**config.mk**
```make
export PLATFORM = sky130hd
export DESIGN_NAME = alu_op_sequencer
export DESIGN_NICKNAME = d
export VERILOG_FILES = /design/src/rtl/alu_seq_pkg.sv /design/src/rtl/alu_seq_lat_cnt.sv /design/src/rtl/alu_op_sequencer.sv
export SDC_FILE = /design/constraint.sdc
export NUM_CORES = 1
export LEC_CHECK = 0
export ABC_CLOCK_PERIOD_IN_PS = 2410
export BUFFER_PORTS_ARGS = -buffer_cell sky130_fd_sc_hd__buf_2
export CORE_ASPECT_RATIO = 2
export CORE_MARGIN = 3
export CORE_UTILIZATION = 38
export CTS_CLUSTER_DIAMETER = 200
export DETAILED_ROUTE_END_ITERATION = 10
export PLACE_DENSITY = 0.7
export SYNTH_ARGS = -nofsm -noshare
export SYNTH_HDL_FRONTEND = slang
export SYNTH_SLANG_ARGS = --single-unit
```
**constraint.sdc**
```tcl
create_clock -name clk -period 2.41 [get_ports clk]
set_input_delay 0.482 -clock clk [delete_from_list [all_inputs] [get_ports clk]]
set_output_delay 0.482 -clock clk [all_outputs]
set_load 0.02 [all_outputs]
```
**src/rtl/alu_seq_pkg.sv**
```systemverilog
// Shared opcodes, FSM state encoding and captured-command record for the ALU op sequencer.
// Divide support in the sequencer is enabled by defining ALU_SEQ_DIV_EN.
package alu_seq_pkg;

  localparam logic [2:0] OP_ADD  = 3'b000;
  localparam logic [2:0] OP_MLA  = 3'b100;
  localparam logic [2:0] OP_SDIV = 3'b101;
  localparam logic [2:0] OP_UDIV = 3'b110;

  typedef enum logic [1:0] {
    IDLE = 2'd0,
    EXEC = 2'd1,
    WB   = 2'd2,
    ERR  = 2'd3
  } state_e;

  typedef struct packed {
    logic [2:0] op;
    logic [3:0] rd;
    logic [3:0] rn;
    logic [3:0] rm;
    logic [3:0] ra;
  } cmd_t;

  function automatic logic is_div(input logic [2:0] op);
    return (op == OP_SDIV) || (op == OP_UDIV);
  endfunction

endpackage

```
**src/rtl/alu_seq_lat_cnt.sv**
```systemverilog
// Down-counter that times the EXEC phase: loaded with the op latency on accept,
// decremented every EXEC cycle, flagging the final EXEC cycle.
module alu_seq_lat_cnt #(
  parameter int W = 3
) (
  input  logic         clk,
  input  logic         rst_n,
  input  logic         load_i,
  input  logic [W-1:0] load_val_i,
  input  logic         dec_i,
  output logic         last_o
);

  logic [W-1:0] cnt_q;

  always_ff @(posedge clk or negedge rst_n) begin
    if (!rst_n) begin
      cnt_q <= '0;
    end else if (load_i) begin
      cnt_q <= load_val_i;
    end else if (dec_i && (cnt_q != '0)) begin
      cnt_q <= cnt_q - 1'b1;
    end
  end

  assign last_o = (cnt_q == W'(1));

endmodule

```
**src/rtl/alu_op_sequencer.sv**
```systemverilog
// Multi-cycle command sequencer driving an external register file / ALU datapath.
// Define ALU_SEQ_DIV_EN to support SDIV/UDIV; otherwise divides are rejected through ERR.
module alu_op_sequencer
  import alu_seq_pkg::*;
#(
  parameter int MLA_LAT = 2,
  parameter int DIV_LAT = 4
) (
  input  logic        clk,
  input  logic        rst_n,
  input  logic        cmd_valid,
  output logic        cmd_ready,
  input  logic [2:0]  cmd_op,
  input  logic [3:0]  cmd_rd,
  input  logic [3:0]  cmd_rn,
  input  logic [3:0]  cmd_rm,
  input  logic [3:0]  cmd_ra,
  output logic [3:0]  RA1,
  output logic [3:0]  RA2,
  output logic [3:0]  RA3,
  output logic [2:0]  ALUControl,
  output logic        MLA_Select,
  input  logic [31:0] RD2,
  input  logic [31:0] ALUResult,
  output logic [3:0]  WA,
  output logic [31:0] WD,
  output logic        RegWrite,
  output logic        done,
  output logic        err,
  output logic        busy
);

`ifdef ALU_SEQ_DIV_EN
  localparam int MAX_LAT = (MLA_LAT > DIV_LAT) ? MLA_LAT : DIV_LAT;
`else
  localparam int MAX_LAT = MLA_LAT;
`endif
  localparam int CW = $clog2(((MAX_LAT > 1) ? MAX_LAT : 1) + 1);

  state_e      state_q, state_d;
  cmd_t        cmd_q, cmd_d;
  logic [31:0] result_q, result_d;
  logic        op_ok;
  logic [CW-1:0] lat_val;
  logic        cnt_load;
  logic        cnt_last;
  logic        div_zero;

  // Only the first EXEC cycle of a divide may be turned into a divide-by-zero error.
`ifdef ALU_SEQ_DIV_EN
  logic first_q, first_d;

  always_ff @(posedge clk or negedge rst_n) begin
    if (!rst_n) first_q <= 1'b0;
    else        first_q <= first_d;
  end

  assign div_zero = first_q && is_div(cmd_q.op) && (RD2 == '0);
`else
  logic unused_div;
  assign unused_div = ^{RD2, DIV_LAT};
  assign div_zero   = 1'b0;
`endif

  always_ff @(posedge clk or negedge rst_n) begin
    if (!rst_n) begin
      state_q  <= IDLE;
      cmd_q    <= '0;
      result_q <= '0;
    end else begin
      state_q  <= state_d;
      cmd_q    <= cmd_d;
      result_q <= result_d;
    end
  end

  always_comb begin
    op_ok   = 1'b0;
    lat_val = '0;
    case (cmd_op)
      OP_ADD: begin op_ok = 1'b1; lat_val = CW'(1);       end
      OP_MLA: begin op_ok = 1'b1; lat_val = CW'(MLA_LAT); end
`ifdef ALU_SEQ_DIV_EN
      OP_SDIV, OP_UDIV: begin op_ok = 1'b1; lat_val = CW'(DIV_LAT); end
`endif
      default: ;
    endcase
  end

  alu_seq_lat_cnt #(.W(CW)) u_lat_cnt (
    .clk        (clk),
    .rst_n      (rst_n),
    .load_i     (cnt_load),
    .load_val_i (lat_val),
    .dec_i      (state_q == EXEC),
    .last_o     (cnt_last)
  );

  // Datapath controls are decoded purely from registered state and the captured command.
  always_comb begin
    state_d    = state_q;
    cmd_d      = cmd_q;
    result_d   = result_q;
    cnt_load   = 1'b0;
`ifdef ALU_SEQ_DIV_EN
    first_d    = first_q;
`endif
    cmd_ready  = 1'b0;
    RA1        = '0;
    RA2        = '0;
    RA3        = '0;
    ALUControl = '0;
    MLA_Select = 1'b0;
    WA         = '0;
    WD         = '0;
    RegWrite   = 1'b0;
    done       = 1'b0;
    err        = 1'b0;
    case (state_q)
      IDLE: begin
        cmd_ready = 1'b1;
        if (cmd_valid) begin
          cmd_d = '{op: cmd_op, rd: cmd_rd, rn: cmd_rn, rm: cmd_rm, ra: cmd_ra};
          if (op_ok) begin
            state_d  = EXEC;
            cnt_load = 1'b1;
`ifdef ALU_SEQ_DIV_EN
            first_d  = 1'b1;
`endif
          end else begin
            state_d = ERR;
          end
        end
      end
      EXEC: begin
        RA1        = cmd_q.rn;
        RA2        = cmd_q.rm;
        RA3        = cmd_q.ra;
        ALUControl = cmd_q.op;
        MLA_Select = (cmd_q.op == OP_MLA);
`ifdef ALU_SEQ_DIV_EN
        first_d    = 1'b0;
`endif
        if (div_zero) begin
          state_d = ERR;
        end else if (cnt_last) begin
          result_d = ALUResult;
          state_d  = WB;
        end
      end
      WB: begin
        RegWrite = 1'b1;
        WA       = cmd_q.rd;
        WD       = result_q;
        done     = 1'b1;
        state_d  = IDLE;
      end
      ERR: begin
        err     = 1'b1;
        state_d = IDLE;
      end
      default: state_d = IDLE;
    endcase
  end

  assign busy = (state_q != IDLE);

endmodule

```
==> results of run 1 <==
## Yosys cell counts
| cell | count | area (µm²) |
|---|---|---|
| nand2_8 | 1 | 20.0 |
| mux2i_1 | 2 | 20.0 |
| nor3b_2 | 1 | 12.5 |
| xnor2_1 | 1 | 8.76 |
| nor2_1 | 2 | 7.51 |
| mux2_4 | 29 | 435 |
| o21ai_0 | 2 | 10.0 |
| buf_12 | 3 | 60.1 |
| and2_1 | 46 | 288 |
| nor3b_1 | 2 | 15.0 |
| buf_2 | 3 | 15.0 |
| dfrtp_1 | 55 | 1380 |
| clkbuf_1 | 4 | 15.0 |
| buf_4 | 1 | 7.51 |
| nor2b_2 | 1 | 8.76 |
| ha_1 | 2 | 25.0 |
| mux2_2 | 23 | 259 |
| buf_6 | 1 | 11.3 |
| nand2_1 | 2 | 7.51 |
| and2_2 | 6 | 45.0 |
| and2b_2 | 1 | 8.76 |
| inv_1 | 4 | 15.0 |
## where the power goes
part / internal (µW) / switching, µW / leakage (µW)
registers: 1400 / 237 / 0.000644
clock network: 374 / 289 / 0.0000628
logic: 1100 / 986 / 0.00113
total: 2870 / 1510 / 0.00183
## routing by layer
metal / vias to the layer above / part of all wire, % / track usage (%)
met5: - / 0 / 0
met4: 0 / 2.4 / 6.23
met3: 9 / 6.5 / 3.70
met2: 61 / 55 / 26.2
met1: 835 / 36 / 14.4
li1: 849 / - / -
## worst paths after layout
path                            start                  to  slack (ns)  depth (start not counted)
setup / recovery           state_q[0]              WD[29]        0.23                          3
hold / removal                  rst_n        result_q[11]        0.22                          1
setup reg to reg           state_q[0]         result_q[6]        0.85                          4
hold reg to reg              cmd_q[0]            cmd_q[0]        0.50                          1
max in group asynchronous       rst_n        result_q[13]        1.60                          2
min in group clk            cmd_op[2]  u_lat_cnt.cnt_q[0]        0.39                          2
## registers in the layout, summed over array words and instances, names as in the netlist
name / count
cmd_q: 19
result_q: 32
state_q: 2
u_lat_cnt.cnt_q: 2
## through the flow
step	cells	total power (µW)	utilization, %	cell area, µm²	hold WS (ns)
2_1_floorplan	192	3270	-	2670	0.186
3_3_place_gp	382	3710	48.5	3270	0.480
3_5_place_dp	382	3770	48.5	3270	0.485
4_1_cts	388	4480	50.5	3390	0.233
5_1_grt	388	4690	50.5	3390	0.258
6_report	388	4380	50.5	3390	0.219
## logic make-up (layout without fill, tap and decap cells)
group	Yosys count	in the layout	synth area share, %
multiplexers	54	54	26.7
flip-flops	55	55	51.5
buffers and inverters	16	124	4.64
adder cells (fa/ha/maj)	2	2	0.937
AO/OA/AOI/OAI	2	2	0.375
AND/OR/NAND/NOR	62	62	15.5
XOR/XNOR	1	1	0.328
## area by class of cell
class                   instances  area [µm²]  share of cell area, %
flip-flops and latches         55        1380                   40.5
multi-input cells             121        1170                   34.5
repair buffers                114         593                   17.5
clock buffers                   6         129                   3.80
well taps                      88         110                   3.24
inverters                       4        15.0                  0.442
==> impl_results.md, run 1 <==
* Vias at 1,754
* Unrepaired setup endpoints after global routing: false
* Num CTS Buffers at 5
* Skew final at 0.00427 ns
* Buf+Inv Stages, Crit Path at 1
* Die W at roughly 65 µm
* Global-route wire length before repair at 8890 µm
* ANT nets after route at 0
* Die ar. at between 0.008 and 0.009 mm²
* Antenna violations before repair at 0
* Number of global-route vias before repair at 1,909
* Std cell rows at 42
* Antenna cells at 0
* Worst Setup Path Type: flip-flop to output port
* Drt total wl at 5430 µm
* Worst EP arrival at 1.69 ns
* CTS H-tree depth at 2
* Register area share after synthesis at 51.5%
* Worst setup margin at 0.235 ns
* Dpl ws at 0.511 ns
* Max transition margin at 56.7%
* CP Capture Type: output port
* Largest net degree at the start of global routing at 39
* Post-Synthesis Cells at 192
* Area Growth Syn to Fin at 27.1%
* Commonest non-fill, non-tap cell in the layout: buf_2
* CTS tree: done
* Clk slew on worst S/H paths at around 0.060 ns
* Share of post-route cells with drive strength above 1 at roughly 60%
* Fin Setup TNS at 0 ns
* Worst Max-Slew Pin Slew at 0.649 ns
* Mapped Avg Cell Area at between 10 and 15 µm²
* CTS Root Cell: clkbuf_16
* I/O Pins at around 140
* Worst-path cell chain: and2b_2 > and2_1 > buf_2
* Final #Nets at 389
* Syn Nets at 280
* Fillers at 636
* CP startpoint kind: flip-flop
* Yosys warns at 0
* Initial core utilization at 39.7%
* Total GRT Usage at 14.3%
* Final Hold Fails at 0
* CTS Hold Buffers Added at 0
* Hold Crit Class: input pin to async pin
* Synth unique cells at 22
* Slowest CP cell: and2b_2
* Clk_lat worst skew at 0.28 ns
* Final HPWL from detailed placement at 4090 µm
* Post-CTS Setup Repair Bufs at 0
* Highest-count cells in the layout ignoring fill and taps: buf_2, dfrtp_1, and2_1
* Worst IR Drop VDD at 0.861 mV
* Placeable Area at 0.00673 mm²
* Number of DRC markers in iteration 0 at 61
* Routed len/inst at 14.0 µm
* TritonRoute pass-1 iters at 3
* Crit path max-delay family: simple AND/OR/NAND/NOR gates
* RePlAce Congestion at 0.687
* CP max stage delay at 0.59 ns
* F_max at roughly 460 MHz
* Post-route minimum period at 2.18 ns
* Worst endpoint required time at 1.93 ns
* Mapped cell area at 0.00267 mm²
* Clk sinks at 55
* Register bit total from synthesis at between 50 and 60
* Crit-path max FO at 38
* IO Port Bufs at 110
* DRC at 0
* Clock buffer depth at 2
* Via/cell ratio at ~4.5
* MaxCap Viol Count at 0
* Tcrit/Tclk final at between 90% and 100%
* Status: finished, final reports clean
* Total gr overflow at 0
* Final Max Tran Viols at 0
* Lkg Pwr at 0.00183 µW
* CTS resizes at 0
* Setup violators final at 0
* Power per Cell Area at between 1000 and 1500 mW/mm²
* Die Ht at between 100 and 150 µm
Note: power is estimated with default switching activity, not from simulation.
==> run 2: changes to the inputs <==
CORE_UTILIZATION = 48   (was 38)
PLACE_DENSITY = unset   (was 0.7)
PLACE_DENSITY_LB_ADDON = 0.05   (was unset)
==> run 2 against run 1 <==
Net effect: combinational power about the same; cell area is 2.3% lower; sequential cell count unchanged; first-iteration DRC count is 33% lower; final cell count down 7.2%; sequential share of layout area is 0.96 points higher; non-clock buffer count did not move; utilization increased by 12 points; critical endpoint is now WD[9]; highest routed layer unchanged.
==> impl_results.md, run 2 (synthesis results as in run 1) <==
* Post-CTS Setup Repair Bufs at 0
* Clk slew on worst S/H paths at 0.09 ns
* Std cell rows at 37
* CTS Hold Buffers Added at 0
* Total gr overflow at 0
* Die W at 58.8 µm
* MaxCap Viol Count at 0
* CTS tree: done
* ANT nets after route at 0
* F_max at 457 MHz
* Num CTS Buffers at 5
* Worst Setup Path Type: flip-flop to output port
* Clk_lat worst skew at 0.32 ns
* Vias at ~1,700
* Top reg by flops: result_q
* Final Hold Fails at 0
* Crit-path max FO at 38
* CTS resizes at 0
* CP startpoint kind: flip-flop
* Worst IR Drop VDD at 0.793 mV
* Clock buffer depth at 2
* Share of post-route cells with drive strength above 1 at between 60 and 70%
* Die ar. at 0.00655 mm²
* CTS Root Cell: clkbuf_8
* Dpl ws at 0.518 ns
* Initial core utilization at around half
* Tcrit/Tclk final at 90.9%
* Antenna violations before repair at 0
* CP Capture Type: output port
* Worst endpoint required time at between 1.5 and 2 ns
* Status: finished, final reports clean
* Placeable Area at 0.00528 mm²
* Area Growth Syn to Fin at 24.1%
* Worst EP arrival at about 1.7 ns
* I/O Pins at 143
* Antenna cells at 0
* Unrepaired setup endpoints after global routing: false
* RePlAce Congestion at 0.704
* Number of DRC markers in iteration 0 at a little over 40
* Top Registers: result_q x32, cmd_q x19
* Final Max Tran Viols at 0
* Worst Max-Slew Pin Slew at just under 0.6 ns
* Commonest non-fill, non-tap cell in the layout: buf_2
* Hold Crit Class: input pin to async pin
* Placed instance area at 0.00322 mm²
* Total GRT Usage at 18.1%
* Power per Cell Area at around 1300 mW/mm²
* Fin Setup TNS at 0 ns
* Number of global-route vias before repair at 1,828
* Die Ht at 112 µm
* DRC at 0
* Post-route cell area at 0.00332 mm²
* Final HPWL from detailed placement at 4040 µm
* Drt total wl at 5520 µm
* Worst setup margin at 0.220 ns
* Worst hold margin at 0.161 ns
* Lkg Pwr at 0.00182 µW
* CTS H-tree depth at 2
* Routed len/inst at 15.3 µm
* Highest-count cells in the layout ignoring fill and taps: buf_2, dfrtp_1, and2_1
* TritonRoute pass-1 iters at 4
* Skew final at 0.00677 ns
* Clk sinks at 55
* Setup violators final at 0
* Via/cell ratio at 4.76
* IO Port Bufs at 110
* Final #Nets at 389
* Fin util at 62.8%
* Largest net degree at the start of global routing at 39
* Max transition margin at 60.3%
* Number of flip-flops under the largest register name at 32
* Post-route minimum period at 2.19 ns
* Global-route wire length before repair at about 9100 µm
==> run 2: cell types whose count changed in the layout (fill, tap and decap cells not counted) <==
cell,delta
clkbuf_16,-5
buf_4,+1
clkbuf_8,+7
buf_12,-1
==> run 2: cell type report <==
class,instances,area (µm²)
Clock buffer,8,100
Fill cell,473,1960
Inverter,4,15.0
Multi-Input combinational cell,121,1170
Sequential cell,55,1380
Tap cell,58,72.6
Timing Repair Buffer,114,581
==> run 2: worst paths after layout <==
check,from,end,slack [ns],depth (start not counted)
max in group asynchronous,rst_n,result_q[2],1.61,2
min in group clk,cmd_op[2],u_lat_cnt.cnt_q[0],0.35,2
worst min register to register,result_q[7],result_q[7],0.50,1
worst min-delay path,rst_n,result_q[15],0.16,1
worst max register to register,state_q[0],result_q[8],0.81,4
worst max-delay path,state_q[0],WD[9],0.22,3
==> run 2: routing by layer <==
metal	up-vias	GRT usage [%]	share of wire, %
li1	841	-	-
met2	70	29.4	51
met5	-	0	0
met4	0	6.81	1.8
met1	799	22.1	39
met3	5	5.34	8.1
==> run 2: critical path, stage by stage (launching register included) <==
cell and delay [ns]:
dfrtp_1 0.43, and2b_2 0.58, and2_1 0.22, buf_2 0.16
==> run 2: power breakdown <==
part | internal [µW] | switching, µW | total, µW
Sequential | 1400 | 233 | 1630
Combinational | 1080 | 989 | 2070
Clock | 263 | 300 | 563
Total | 2750 | 1520 | 4270
==> run 2: per-stage QoR <==
stage	power, µW	cells
2_1_floorplan	3270	192
3_3_place_gp	3700	352
3_5_place_dp	3760	352
4_1_cts	4330	360
5_1_grt	4560	360
6_report	4270	360
==> run 3: changes to the inputs <==
CTS_CLUSTER_SIZE = 16   (was unset)
PLACE_DENSITY = 0.85   (was unset)
PLACE_DENSITY_LB_ADDON = unset   (was 0.05)
==> run 3 against run 2 <==
Net effect: sequential cell count stayed put; cell area is 0.23% higher; maximum frequency is 0.54% higher; via count is 3.6% higher; worst hold slack better by 0.0093 ns; utilization is 0.14 points higher; critical path depth stayed put; non-clock buffer count is 1 lower; final cell count is 0.56% lower.
==> impl_results.md, run 3 (synthesis results as in run 1) <==
* CTS Root Cell: clkbuf_8
* Post-route minimum period at approximately 2.2 ns
* Worst Max-Slew Pin Slew at 0.575 ns
* Number of global-route vias before repair at 1,962
* Fin util at 63.0%
* CTS H-tree depth at 2
* Worst Setup Path Type: flip-flop to output port
* Setup violators final at 0
* Switching Fraction at 35.1%
* Status: finished, final reports clean
* IO Port Bufs at 110
* Hold Crit Class: input pin to async pin
* Crit-path max FO at 38
* Die ar. at 0.00655 mm²
* Unrepaired setup endpoints after global routing: false
* Clk_lat worst skew at 0.29 ns
* Combinational power share at 48.5%
* Tcrit/Tclk final at between 90% and 100%
* Worst hold margin at 0.171 ns
* Routed len/inst at 15.4 µm
* Cell-internal power at about 2800 µW
* Power per Cell Area at 1290 mW/mm²
* Worst Reg-to-Reg Cells at 4
* Lkg Pwr at 0.00182 µW
* Antenna violations before repair at 0
* Fillers at between 400 and 500
* Worst endpoint required time at between 1.5 and 2 ns
* Area Growth Syn to Fin at 24.4%
* Via/cell ratio at 4.96
* Worst R2R Setup Slack at approximately 0.8 ns
* Die Ht at 112 µm
* ANT nets after route at 0
* Seq. cell area at 0.00138 mm²
* Worst EP arrival at about 1.7 ns
* RR Endpoint: result_q[8]
* Total gr overflow at 0
* Worst setup margin at ~0.23 ns
* Post-CTS Setup Repair Bufs at 0
* Vias at around 1,800
* Die W at 58.8 µm
* Final non-filler cell total at 358
* Final HPWL from detailed placement at about 4300 µm
* Skew final at 0.00698 ns
* MaxCap Viol Count at 0
* Drt total wl at 5510 µm
* Multi-input gate area at ~0.0012 mm²
* CTS tree: done
* Share of post-route cells with drive strength above 1 at 60.3%
* Total GRT Usage at 17.8%
* F_max at 459 MHz
* Clock power frac at a little over an eighth
* CP startpoint kind: flip-flop
* I/O Pins at between 100 and 150
* Final #Nets at ~390
* # placed instances at approximately 350
* CP Capture Type: output port
* Largest net degree at the start of global routing at 39
* Max transition margin at 61.7%
* DRC at 0
* Num CTS Buffers at 5
* Worst IR Drop VDD at 0.834 mV
* Global-route wire length before repair at 9190 µm
* Top reg by flops: result_q
* Std cell rows at 37
* Initial core utilization at 50.6%
* CTS resizes at 0
* Number of DRC markers in iteration 0 at 33
* RePlAce Congestion at between 0.7 and 0.8
* Highest-count cells in the layout ignoring fill and taps: buf_2, dfrtp_1, and2_1
* Clk sinks at 55
* Clock buffer depth at 2
* Dpl ws at 0.522 ns
* Power share of the sequential group at 38.0%
* Final Max Tran Viols at 0
* Worst r2r src: state_q[0]
* Switching power total at 1510 µW
* Top Registers: result_q x32, cmd_q x19
* Final Hold Fails at 0
* TritonRoute pass-1 iters at 4
* Antenna cells at 0
* Clk slew on worst S/H paths at about 0.090 ns
* Fin Setup TNS at 0 ns
* Number of flip-flops under the largest register name at 32
* Placeable Area at ~0.0053 mm²
* CTS Hold Buffers Added at 0
* Commonest non-fill, non-tap cell in the layout: buf_2
## run 3: changes by cell type in the layout (fill, tap and decap cells not counted)
| cell | before | now |
|---|---|---|
| buf_12 | 0 | 1 |
| clkbuf_8 | 7 | 5 |
| buf_4 | 4 | 2 |
| bufinv_16 | 0 | 1 |
## run 3: layout make-up
cell class / count / area share (%)
flip-flops and latches: 55 / 41.4
clock buffers: 6 / 2.18
clock inverters: 1 / 0.904
inverters: 4 / 0.452
multi-input cells: 121 / 35.2
repair buffers: 113 / 17.6
well taps: 58 / 2.18
## run 3: power by group through the flow
stage	registers, µW	logic (µW)	clock network (µW)
after floorplan	1570	1700	0
after CTS	1640	2130	597
final	1640	2090	579
after detailed placement	1660	2110	0
after global routing	1710	2250	625
after global placement	1620	2060	0
## run 3: critical path, cell delays in order (launching register included)
cell and delay (ns):
dfrtp_1 0.44, and2b_2 0.57, and2_1 0.22, buf_2 0.17
## run 3: layer usage
metal	track usage [%]	up-vias	routed length, µm
li1	-	840	-
met5	0	-	0
met3	2.55	13	299
met1	20.2	858	1930
met2	32.1	66	3120
met4	7.11	0	159
## run 3: how the worst max path moves through the flow
stage / start / to / slack [ns] / cells after the start
2_1_floorplan: state_q[0] / MLA_Select / 0.49 / 4
3_3_place_gp: state_q[0] / WD[8] / 0.54 / 3
3_5_place_dp: state_q[0] / WD[27] / 0.52 / 3
4_1_cts: state_q[0] / WD[27] / 0.18 / 3
5_1_grt: state_q[0] / WD[1] / 0.09 / 3
6_report: state_q[0] / WD[8] / 0.23 / 3
## run 3: metrics by stage
| stage | cell area, µm² | power [µW] |
|---|---|---|
| finish | 3320 | 4300 |
| CTS | 3320 | 4370 |
| detailed placement | 3220 | 3780 |
| floorplan | 2670 | 3270 |
| global route | 3320 | 4590 |
| global placement | 3220 | 3690 |
